File: config.mk
export PLATFORM = sky130hd
export DESIGN_NAME = out_drain
export DESIGN_NICKNAME = d
export VERILOG_FILES = /design/src/rtl/out_drain.sv
export SDC_FILE = /design/constraint.sdc
export NUM_CORES = 1
export LEC_CHECK = 0
export BUFFER_PORTS_ARGS = -buffer_cell sky130_fd_sc_hd__buf_4
export CAP_MARGIN = 10
export CORE_MARGIN = 2
export CORE_UTILIZATION = 30
export DETAILED_ROUTE_END_ITERATION = 12
export SYNTH_ARGS = -nofsm -noshare
export SYNTH_HDL_FRONTEND = slang
export SYNTH_SLANG_ARGS = --single-unit
File: constraint.sdc
create_clock -name i_clk -period 12.45 [get_ports i_clk]
set_clock_uncertainty 0.2 [all_clocks]
set_input_delay 2.49 -clock i_clk [delete_from_list [all_inputs] [get_ports i_clk]]
set_output_delay 2.49 -clock i_clk [all_outputs]
set_load 0.05 [all_outputs]
File: src/rtl/out_drain.sv
// Output drain: streams a block of words from the output RAM through a 4-entry FIFO
// onto a valid/ready stream. Reads are issued in order and limited by FIFO credits.
module out_drain #(
    parameter int unsigned VEC_WIDTH = 64,
    parameter int unsigned ARR_DEPTH = 64,
    parameter int unsigned ADDR_W    = 13
) (
    input  logic                 i_clk,
    input  logic                 i_rst,
    input  logic                 i_start,
    input  logic [ADDR_W-1:0]    i_base_addr,
    input  logic [6:0]           i_len,
    output logic                 o_ram_re,
    output logic [ADDR_W-1:0]    o_ram_addr,
    input  logic [VEC_WIDTH-1:0] i_ram_data,
    output logic                 o_valid,
    input  logic                 i_ready,
    output logic [VEC_WIDTH-1:0] o_data,
    output logic                 o_last,
    output logic                 o_busy,
    output logic                 o_done
);

    localparam int unsigned       LEN_CAP_INT = (ARR_DEPTH > 127) ? 127 : ARR_DEPTH;
    localparam logic [6:0]        LEN_CAP     = 7'(LEN_CAP_INT);
    localparam logic [ADDR_W-1:0] ADDR_LAST   = ADDR_W'(ARR_DEPTH - 1);

    typedef enum logic [1:0] {StIdle, StRun, StDone} state_e;

    state_e               state_q, state_d;
    logic [ADDR_W-1:0]    rd_addr_q;
    logic [6:0]           len_q;
    logic [6:0]           issued_q;
    logic [6:0]           popped_q;
    logic                 rd_pend_q;
    logic [VEC_WIDTH-1:0] fifo_q [4];
    logic [1:0]           wr_ptr_q;
    logic [1:0]           rd_ptr_q;
    logic [2:0]           count_q;

    logic [6:0] eff_len;
    logic       start_ok;
    logic       push;
    logic       pop;

    assign eff_len  = (i_len > LEN_CAP) ? LEN_CAP : i_len;
    assign start_ok = (state_q == StIdle) && i_start;

    // A read is only launched when the FIFO is guaranteed to have room for its data.
    assign o_ram_re   = (state_q == StRun) && (issued_q < len_q) &&
                        ((count_q + {2'b00, rd_pend_q}) < 3'd4);
    assign o_ram_addr = o_ram_re ? rd_addr_q : '0;

    assign push    = rd_pend_q;
    assign o_valid = (count_q != 3'd0);
    assign pop     = o_valid && i_ready;
    assign o_data  = fifo_q[rd_ptr_q];
    assign o_last  = o_valid && (popped_q == len_q - 7'd1);
    assign o_busy  = (state_q == StRun);
    assign o_done  = (state_q == StDone);

    always_comb begin
        state_d = state_q;
        unique case (state_q)
            StIdle: begin
                if (i_start) begin
                    state_d = (eff_len != 7'd0) ? StRun : StDone;
                end
            end
            StRun: begin
                if (pop && o_last) begin
                    state_d = StDone;
                end
            end
            StDone:  state_d = StIdle;
            default: state_d = StIdle;
        endcase
    end

    always_ff @(posedge i_clk) begin
        if (i_rst) begin
            state_q <= StIdle;
        end else begin
            state_q <= state_d;
        end
    end

    always_ff @(posedge i_clk) begin
        if (i_rst) begin
            rd_addr_q <= '0;
            len_q     <= '0;
            issued_q  <= '0;
            popped_q  <= '0;
            rd_pend_q <= 1'b0;
            wr_ptr_q  <= '0;
            rd_ptr_q  <= '0;
            count_q   <= '0;
            for (int i = 0; i < 4; i++) begin
                fifo_q[i] <= '0;
            end
        end else begin
            rd_pend_q <= o_ram_re;

            if (start_ok) begin
                len_q     <= eff_len;
                issued_q  <= '0;
                popped_q  <= '0;
                rd_addr_q <= ADDR_W'(32'(i_base_addr) % ARR_DEPTH);
            end else if (o_ram_re) begin
                issued_q  <= issued_q + 7'd1;
                rd_addr_q <= (rd_addr_q == ADDR_LAST) ? '0 : rd_addr_q + ADDR_W'(1);
            end

            if (pop) begin
                popped_q <= popped_q + 7'd1;
                rd_ptr_q <= rd_ptr_q + 2'd1;
            end

            // Read data is captured exactly one cycle after its read enable.
            if (push) begin
                fifo_q[wr_ptr_q] <= i_ram_data;
                wr_ptr_q         <= wr_ptr_q + 2'd1;
            end

            case ({push, pop})
                2'b10:   count_q <= count_q + 3'd1;
                2'b01:   count_q <= count_q - 3'd1;
                default: count_q <= count_q;
            endcase
        end
    end

endmodule

==> results of run 1 <==
## critical path, stage by stage, from the launching register on
cell      delay, ns
dfxtp_1        0.47
inv_1          0.07
ha_1           0.31
a21o_1         0.16
a31oi_1        0.19
o211ai_2       0.11
buf_4          0.24
inv_1          0.42
and2_1         0.22
buf_4          0.20
## power groups by stage
stage / Clock, uW / Combinational [uW] / Sequential (uW)
3_5_place_dp: 0 / 435 / 1200
6_report: 962 / 428 / 1170
4_1_cts: 993 / 436 / 1170
3_3_place_gp: 0 / 434 / 1190
2_1_floorplan: 0 / 315 / 1180
5_1_grt: 1030 / 454 / 1180
## cells in the mapped netlist, types with 2 or more instances
cell type  instances  share of area
mux4_2            64           0.11
nor2_1           219          0.062
nor3_1             6         0.0023
o21bai_1           6         0.0034
a21oi_1           36          0.014
nand3b_1           9         0.0051
a31oi_1            3         0.0014
o211ai_1           3         0.0017
or4_1              5         0.0028
dfxtp_1           46          0.070
nand2b_1           4         0.0019
and4_1             2         0.0013
a211oi_1           2         0.0011
clkbuf_1          37          0.011
nor2b_1            2        0.00095
edfxtp_1         256           0.58
nand4b_1           2         0.0013
inv_1             80          0.023
nand3_1           18         0.0068
and3_1             2        0.00095
o31ai_1            3         0.0017
and2_1            13         0.0062
xnor2_1            8         0.0053
nor4_1             4         0.0019
buf_2             10         0.0038
nor3b_1            2         0.0011
a311oi_1           4         0.0027
buf_1              8         0.0023
or2_2              4         0.0019
xor2_1             8         0.0053
o21ai_0           14         0.0053
ha_1              11          0.010
or3_1             13         0.0062
nand4_1            5         0.0024
nand2_1           89          0.025
## flip-flops by register name, indices dropped and copies added, names as in the netlist, named ones only
signal	flops
count_q	3
fifo_q	256
issued_q	7
len_q	7
popped_q	7
push	1
rd_addr_q	13
rd_ptr_q	2
state_q	2
wr_ptr_q	2
## final timing paths
| path | startpoint | endpoint | slack, ns | cells after the start |
|---|---|---|---|---|
| worst max-delay path | len_q[2] | o_ram_addr[10] | 6.86 | 9 |
| worst min-delay path | popped_q[6] | popped_q[6] | 0.29 | 1 |
| worst max register to register | wr_ptr_q[1] | fifo_q[2][45] | 9.59 | 3 |
| worst min register to register | popped_q[6] | popped_q[6] | 0.29 | 1 |
## logic make-up (layout without fill, tap and decap cells)
logic type / count (synthesis) / after routing / synth area share
and+or+nand+nor: 406 / 406 / 0.1355
DFF: 302 / 302 / 0.6516
buffers and inverters: 138 / 314 / 0.04101
AOI/OAI and AO/OA: 81 / 81 / 0.03770
muxes: 65 / 65 / 0.1099
xor gates and xnor gates: 17 / 17 / 0.01231
adders and majority gates: 12 / 12 / 0.01193
other: 0 / 1 / 0
## metal layers
layer  share of wire  vias to the layer above  global-route usage  wire length (um)
met4           0.017                        2             0.03544               528
met2            0.50                      202              0.2361             15560
li1                -                     3935                   -                 -
met5         0.00045                        -                   0                14
met3           0.068                       42             0.03984              2114
met1            0.41                     4166              0.1676             12850
## stage by stage
stage	setup WS, ns	power (uW)
floorplan	7.128	1491
global placement	7.305	1627
detailed placement	7.308	1630
CTS	6.739	2603
global route	6.605	2666
finish	6.855	2562
## cell type report
type | count | area (um2) | area share
Sequential cell | 302 | 8616 | 0.5344
Inverter | 81 | 304.0 | 0.01886
Clock inverter | 17 | 103.9 | 0.006441
Timing Repair Buffer | 171 | 1284 | 0.07962
Clock buffer | 45 | 955.9 | 0.05929
Antenna cell | 1 | 2.502 | 0.0001552
Multi-Input combinational cell | 581 | 4125 | 0.2559
Tap cell | 585 | 732.0 | 0.04540
==> flow_summary.json, run 1 <==
{
  "grt_use_total": 0.1368,
  "start_kind": "flop",
  "die_y_um": 213.8,
  "cts_max_level": 2,
  "fill_cells": 4187,
  "synth_edf_count": 256,
  "worst_ep_arrival_time_ns": 2.90,
  "dieArea_mm2": 0.04573,
  "p_seq_frac": 0.457,
  "p_leak_uw": 0.006182,
  "drt_wl_total_um": 31070,
  "grt_pass1_wl_um": 47410,
  "postLayoutCellArea_mm2": 0.01612,
  "place_inst": 1720,
  "cp-end-kind": "output pin",
  "hold_viol_final": 0,
  "layout_common_cells": "edfxtp_1, nor2_1, buf_4",
  "swShare": 0.2747,
  "hpwl_um": 16890,
  "combPwrFrac": 0.167,
  "drv_slew": 0,
  "period_needed_ns": 5.595,
  "fin_crit_sh": 0.4494,
  "antenna_found_initial": 1,
  "detail-route-antenna-nets": 0,
  "start_util": 0.3053,
  "power_density_mw_per_mm2": 158.9,
  "whs_ns": 0.2901,
  "dr.pass1.iters": 5,
  "drt_iter0_drc": 402,
  "dpl_cell_area_mm2": 0.01506,
  "ys_types": 58,
  "drive_gt1_frac": 0.2490,
  "timing.slew.headroom": 0.2785,
  "postSynthCellCount": 1021,
  "cp.required_ns": 9.76,
  "nNetsFinal": 1273,
  "drv_cap": 0,
  "vias_per_cell": 4.681,
  "finalSetupViolCount": 0,
  "post_cts_resized": 0,
  "syn-cell-area_mm2": 0.01321,
  "die_w_um": 213.8,
  "yosys_register_bits": 302,
  "holdBufCountCts": 0,
  "seq_area_frac_synth": 0.6516,
  "tightest_slew_ns": 1.082,
  "clockBufferDepth": 3,
  "cts-root-buf": "clkbuf_16",
  "grt_max_degree": 66,
  "crit_fanout": 35,
  "core_area_mm2": 0.04327,
  "instances_no_fill": 1783,
  "drcViolationCount": 0,
  "synthArstFlopShare": 0,
  "cts_tree": "yes",
  "final_util": 0.3726,
  "switching_power_uw": 704.0,
  "p_clk_frac": 0.375,
  "worstSetupPathType": "flop to output pin",
  "ys_warn_count": 0,
  "rows": 76,
  "first_global_vias": 8639,
  "fin_setup_tns_ns": 0,
  "intPower_uw": 1858,
  "globalRouteOverflowTotal": 0,
  "postCtsSetupRepairBufs": 0,
  "ys.flop_type": "edfxtp_1",
  "ir_drop_uv": 74.06,
  "status": "finished clean",
  "vias": 8347,
  "rsz0062_at_grt": "no",
  "hp-class": "flop to flop",
  "syn_to_final_growth_pct": 22.05,
  "place_congestion": 0.7846,
  "clkLatencyLatePin_ns": 0.52,
  "fmax_mhz": 178.7,
  "synth_area_per_cell_um2": 12.94,
  "routedWlPerCell_um": 17.43,
  "port-buffer-count": 162,
  "layout_commonest_cell": "edfxtp_1",
  "numClockSinks": 302,
  "numCtsBuffers": 36,
  "io_pins": 170,
  "syn_nets": 1121,
  "path_clk_slew_ns": 0.05
}
Power figures use the tool's default switching activity.
==> run 2, diff against run 1 <==
Clock period 12.45 ns to 5.65 ns, I/O delays scaled along.
==> run 2 against run 1 <==
  * Count of clock-buffer cells in the layout is 1 higher
  * First-iteration DRC count is 5.0% lower
  * Non-clock buffer count is 3 higher
  * Routed wire length is 0.11% lower
  * Die area stayed put
  * Sequential cell count stayed put
  * Combinational power is 120% higher
  * Register-to-register slack worse by 7.2 ns
==> flow_summary.json, run 2 (synthesized netlist as in run 1, its figures left out) <==
{
  "status": "finished clean",
  "fin_ws_ns": 1.583,
  "postCtsSetupRepairBufs": 0,
  "critPathTopFamily": "flip-flops",
  "diodes": 0,
  "rsz0062_at_grt": "no",
  "tightest_slew_ns": 0.9940,
  "postLayoutCellArea_mm2": 0.01621,
  "layout_commonest_cell": "edfxtp_1",
  "ir_drop_uv": 158.3,
  "hold_viol_final": 0,
  "p_clk_frac": 0.387,
  "port-buffer-count": 162,
  "drive_gt1_frac": 0.2523,
  "cp_common_cell": "buf_4",
  "path_clk_slew_ns": 0.06,
  "drcViolationCount": 0,
  "slowest_delay_ns": 0.94,
  "largest_reg_flops": 256,
  "vias_per_cell": 4.647,
  "path_cells": "buf_4 -> mux4_2 -> buf_4",
  "dpl_cell_area_mm2": 0.01508,
  "first_global_vias": 8463,
  "clockBufferDepth": 3,
  "holdBufCountCts": 0,
  "grt_max_degree": 66,
  "worstSetupPathType": "flop to output pin",
  "die_y_um": 213.8,
  "period_needed_ns": 4.067,
  "fin_crit_sh": 0.7198,
  "hp-class": "flop to flop",
  "drt_wl_total_um": 31040,
  "hpwl_um": 17870,
  "cts_max_level": 2,
  "combPwrFrac": 0.161,
  "finalSetupViolCount": 0,
  "start_kind": "flop",
  "numClockSinks": 302,
  "start_util": 0.3053,
  "worst_ep_arrival_time_ns": 2.74,
  "switching_power_uw": 1567,
  "grt_pass1_wl_um": 47270,
  "drv_cap": 0,
  "cts-root-buf": "clkbuf_16",
  "crit_fanout": 42,
  "crit_slowest_cell": "dfxtp_4",
  "fin_setup_tns_ns": 0,
  "numCtsBuffers": 35,
  "layout_common_cells": "edfxtp_1, nor2_1, buf_4",
  "post_cts_resized": 0,
  "drt_iter0_drc": 382,
  "io_pins": 170,
  "cp-end-kind": "output pin",
  "p_leak_uw": 0.006216,
  "final_util": 0.3746,
  "intPower_uw": 4192,
  "dieArea_mm2": 0.04573,
  "critPathBufInv": 2,
  "dr.pass1.iters": 4,
  "grt_use_total": 0.1370,
  "syn_to_final_growth_pct": 22.69,
  "antenna_found_initial": 2,
  "die_w_um": 213.8,
  "drv_slew": 0,
  "core_area_mm2": 0.04327,
  "clkLatencyLatePin_ns": 0.53,
  "routedWlPerCell_um": 17.38,
  "power_uw": 5759,
  "place_congestion": 0.7776,
  "reg_top3": "fifo_q (256), rd_addr_q (13)",
  "vias": 8299,
  "timing.slew.headroom": 0.3374,
  "cp.required_ns": 4.32,
  "cts_tree": "yes",
  "globalRouteOverflowTotal": 0,
  "p_seq_frac": 0.451,
  "largest_register": "fifo_q",
  "fmax_mhz": 245.9,
  "dp_worst_setup_slack_ns": 2.031,
  "nNetsFinal": 1275,
  "detail-route-antenna-nets": 0,
  "rows": 76,
  "power_density_mw_per_mm2": 355.3,
  "swShare": 0.2722
}
## run 2: cell types whose count changed in the layout (fill, tap and decap cells not counted), sizes merged
cell / change
buf: +3
bufinv: +3
clkbuf: +1
clkinv: -5
clkinvlp: +2
diode: -1
## run 2: per-stage QoR
| stage | hold slack [ns] | cells |
|---|---|---|
| 3_5_place_dp | 0.2780 | 1723 |
| 2_1_floorplan | 0.2451 | 1021 |
| 6_report | 0.2828 | 1786 |
| 5_1_grt | 0.3237 | 1786 |
| 4_1_cts | 0.2866 | 1786 |
| 3_3_place_gp | 0.2720 | 1723 |
## run 2: power groups by stage
stage | clock, uW | sequential [uW] | combinational (uW)
2_1_floorplan | 0 | 2590 | 695
3_3_place_gp | 0 | 2650 | 945
3_5_place_dp | 0 | 2650 | 945
4_1_cts | 2310 | 2610 | 947
5_1_grt | 2400 | 2620 | 985
6_report | 2230 | 2600 | 930
## run 2: layout make-up
cell class,count,area [um2]
timing repair buffer,174,1306
clock buffer,46,917.1
multi-input combinational,581,4125
fill,4211,27060
clock inverter,17,207.7
tap,585,732.0
sequential,302,8616
inverter,81,304.0
## run 2: metal layers
metal | up-vias | part of all wire | track usage
met5 | - | 0.00097 | 0
met4 | 4 | 0.017 | 0.03520
met3 | 42 | 0.066 | 0.03720
met2 | 191 | 0.49 | 0.2323
met1 | 4108 | 0.43 | 0.1734
li1 | 3954 | - | -
## run 2: path summary, 6_finish.rpt
path | from | end | slack, ns | cells after the start
setup / recovery | flop | o_data[38] | 1.58 | 3
hold / removal | len_q[5] | len_q[5] | 0.28 | 2
setup reg to reg | wr_ptr_q[1] | fifo_q[2][38] | 2.36 | 3
hold reg to reg | len_q[5] | len_q[5] | 0.28 | 2
## run 2: worst register-to-register path, cell delays in order (launching register included)
cell	delay [ns]
dfxtp_1	0.52
nand2b_4	0.58
o21bai_4	0.85
buf_4	0.73
==> run 3, diff against run 2 <==
Settings changed: ABC_AREA set to 1.
Clock period 5.65 ns to 4.25 ns, I/O delays scaled along.
==> run 3 against run 2 <==
  * Worst setup slack got worse by 1.0 ns
  * Utilization decreased by 0.15 points
  * Critical path depth increased by 7
  * Synthesized cell count increased by 43%
  * First-iteration DRC count increased by 83%
  * Global-route usage increased by 1.8 points
  * Die area increased by 4.0%
==> flow_summary.json, run 3 <==
{
  "final_util": 0.3731,
  "core_area_mm2": 0.04528,
  "place_congestion": 0.8448,
  "syn-cell-area_mm2": 0.01375,
  "start_util": 0.3037,
  "nNetsFinal": 1703,
  "cts_tree": "yes",
  "drv_cap": 0,
  "holdBufCountCts": 0,
  "syn_nets": 1565,
  "ys.flop_type": "edfxtp_1",
  "intPower_uw": 6056,
  "layout_common_cells": "nor2_1, edfxtp_1, inv_1",
  "switching_power_uw": 3448,
  "synth_common_cells": "nor2_1, edfxtp_1, inv_1",
  "instances_no_fill": 2230,
  "fin_setup_tns_ns": 0,
  "ff2ff_setup_slack_ns": 1.68,
  "start_kind": "flop",
  "vias_per_cell": 4.748,
  "timing.slew.headroom": 0.2647,
  "drt_wl_total_um": 36870,
  "period_needed_ns": 3.706,
  "status": "finished clean",
  "postSynthCellCount": 1465,
  "diodes": 0,
  "fmax_mhz": 269.8,
  "clkLatencyLatePin_ns": 0.53,
  "io_pins": 170,
  "routedWlPerCell_um": 16.53,
  "syn_to_final_growth_pct": 22.87,
  "finalSetupViolCount": 0,
  "cts-root-buf": "clkbuf_16",
  "drv_slew": 0,
  "p_leak_uw": 0.006583,
  "yosys.area.top_type": "edfxtp_1",
  "combPwrFrac": 0.301,
  "numClockSinks": 302,
  "first_global_vias": 10719,
  "reg_top3": "fifo_q (256), rd_addr_q (13)",
  "synth_area_leaders": "edfxtp_1, nor2_1, dfxtp_1",
  "grt_use_total": 0.1554,
  "drcViolationCount": 0,
  "ir_drop_uv": 327.7,
  "largest_reg_flops": 256,
  "p_seq_frac": 0.365,
  "numCtsBuffers": 38,
  "largest_register": "fifo_q",
  "detail-route-antenna-nets": 0,
  "synth_area_per_cell_um2": 9.386,
  "die_w_um": 218.1,
  "wl_met2_um": 17800,
  "yosysMostFrequentCell": "nor2_1",
  "antenna_found_initial": 0,
  "hp-class": "flop to flop",
  "dr.pass1.iters": 5,
  "drive_gt1_frac": 0.1564,
  "hold_viol_final": 0,
  "synth_top_area_frac": 0.5591,
  "post_cts_resized": 0,
  "grt_pass1_wl_um": 57470,
  "worst_ep_arrival_time_ns": 2.66,
  "layout_commonest_cell": "nor2_1",
  "synth_edf_count": 256,
  "fin_crit_sh": 0.8721,
  "die_y_um": 218.1,
  "cp-end-kind": "output pin",
  "path_clk_slew_ns": 0.05,
  "postCtsSetupRepairBufs": 0,
  "vias": 10589,
  "wl_met3_um": 1996,
  "rsz0062_at_grt": "no",
  "place_inst": 2163,
  "grt_max_degree": 101,
  "fill_cells": 4536,
  "drt_iter0_drc": 698,
  "wirelength_met1_um": 16330,
  "dieArea_mm2": 0.04756,
  "hpwl_um": 21330,
  "crit_fanout": 37,
  "top_layer_used": "met4",
  "clockBufferDepth": 3,
  "cts_max_level": 2,
  "yosys_register_bits": 302,
  "whs_ns": 0.2610,
  "synthArstFlopShare": 0,
  "seq_area_frac_synth": 0.6260,
  "port-buffer-count": 162,
  "worstSetupPathType": "flop to output pin",
  "ys_types": 36,
  "globalRouteOverflowTotal": 0,
  "swShare": 0.3628,
  "cp.required_ns": 3.20,
  "rows": 78,
  "tightest_slew_ns": 1.099,
  "power_density_mw_per_mm2": 562.5,
  "p_clk_frac": 0.334,
  "ys_warn_count": 0
}
[run 3: final cells by class]
| cell class | count | area, um2 | share of cell area |
|---|---|---|---|
| flip-flops and latches | 302 | 8613 | 0.5098 |
| multi-input cells | 889 | 4138 | 0.2449 |
| repair buffers | 176 | 1421 | 0.08413 |
| clock buffers | 42 | 997.2 | 0.05902 |
| well taps | 600 | 750.7 | 0.04443 |
| inverters | 196 | 739.5 | 0.04377 |
| clock inverters | 25 | 235.2 | 0.01392 |
[run 3: cells by family after synthesis]
| family | count (synthesis) | share of synthesized area |
|---|---|---|
| buf+inv | 274 | 0.07716 |
| flops | 302 | 0.6260 |
| compound gates | 261 | 0.1041 |
| xor+xnor | 13 | 0.008280 |
| simple gates | 603 | 0.1730 |
| fa+ha+maj | 12 | 0.01146 |
[run 3: layer usage]
| layer | vias to the layer above | global-route usage |
|---|---|---|
| met1 | 5121 | 0.1988 |
| met5 | - | 0 |
| met2 | 291 | 0.2666 |
| li1 | 5124 | - |
| met3 | 53 | 0.02853 |
| met4 | 0 | 0.04717 |
[run 3: final timing paths]
kind / start / end / cells after the start
worst max-delay path: len_q[2] / o_ram_re / 10
worst min-delay path: rd_ptr_q[1] / flop / 2
worst max register to register: count_q[2] / count_q[2] / 11
worst min register to register: rd_ptr_q[1] / flop / 2
[run 3: power by group through the flow]
stage	Sequential [uW]	Clock (uW)	Combinational (uW)
floorplan	3470	0	1990
global placement	3520	0	2870
detailed placement	3530	0	2900
CTS	3470	3250	2900
global route	3480	3350	3080
finish	3470	3180	2860
[run 3: critical path: stages, from the launching register on]
cell and delay (ns):
dfxtp_1 0.41, inv_1 0.13, ha_1 0.33, nand3_1 0.08, nand2_1 0.07, nand3_1 0.06, nand2_1 0.06, nand2_1 0.11
nand2_4 0.33, clkinv_2 0.28, buf_4 0.26
[run 3: through the flow]
| stage | worst slack, ns | power [uW] | area (um2) |
|---|---|---|---|
| 2_1_floorplan | -0.007370 | 5469 | 13750 |
| 3_3_place_gp | 1.112 | 6388 | 15660 |
| 3_5_place_dp | 1.106 | 6425 | 15660 |
| 4_1_cts | 0.5131 | 9621 | 16900 |
| 5_1_grt | 0.2908 | 9912 | 16900 |
| 6_report | 0.5437 | 9504 | 16900 |
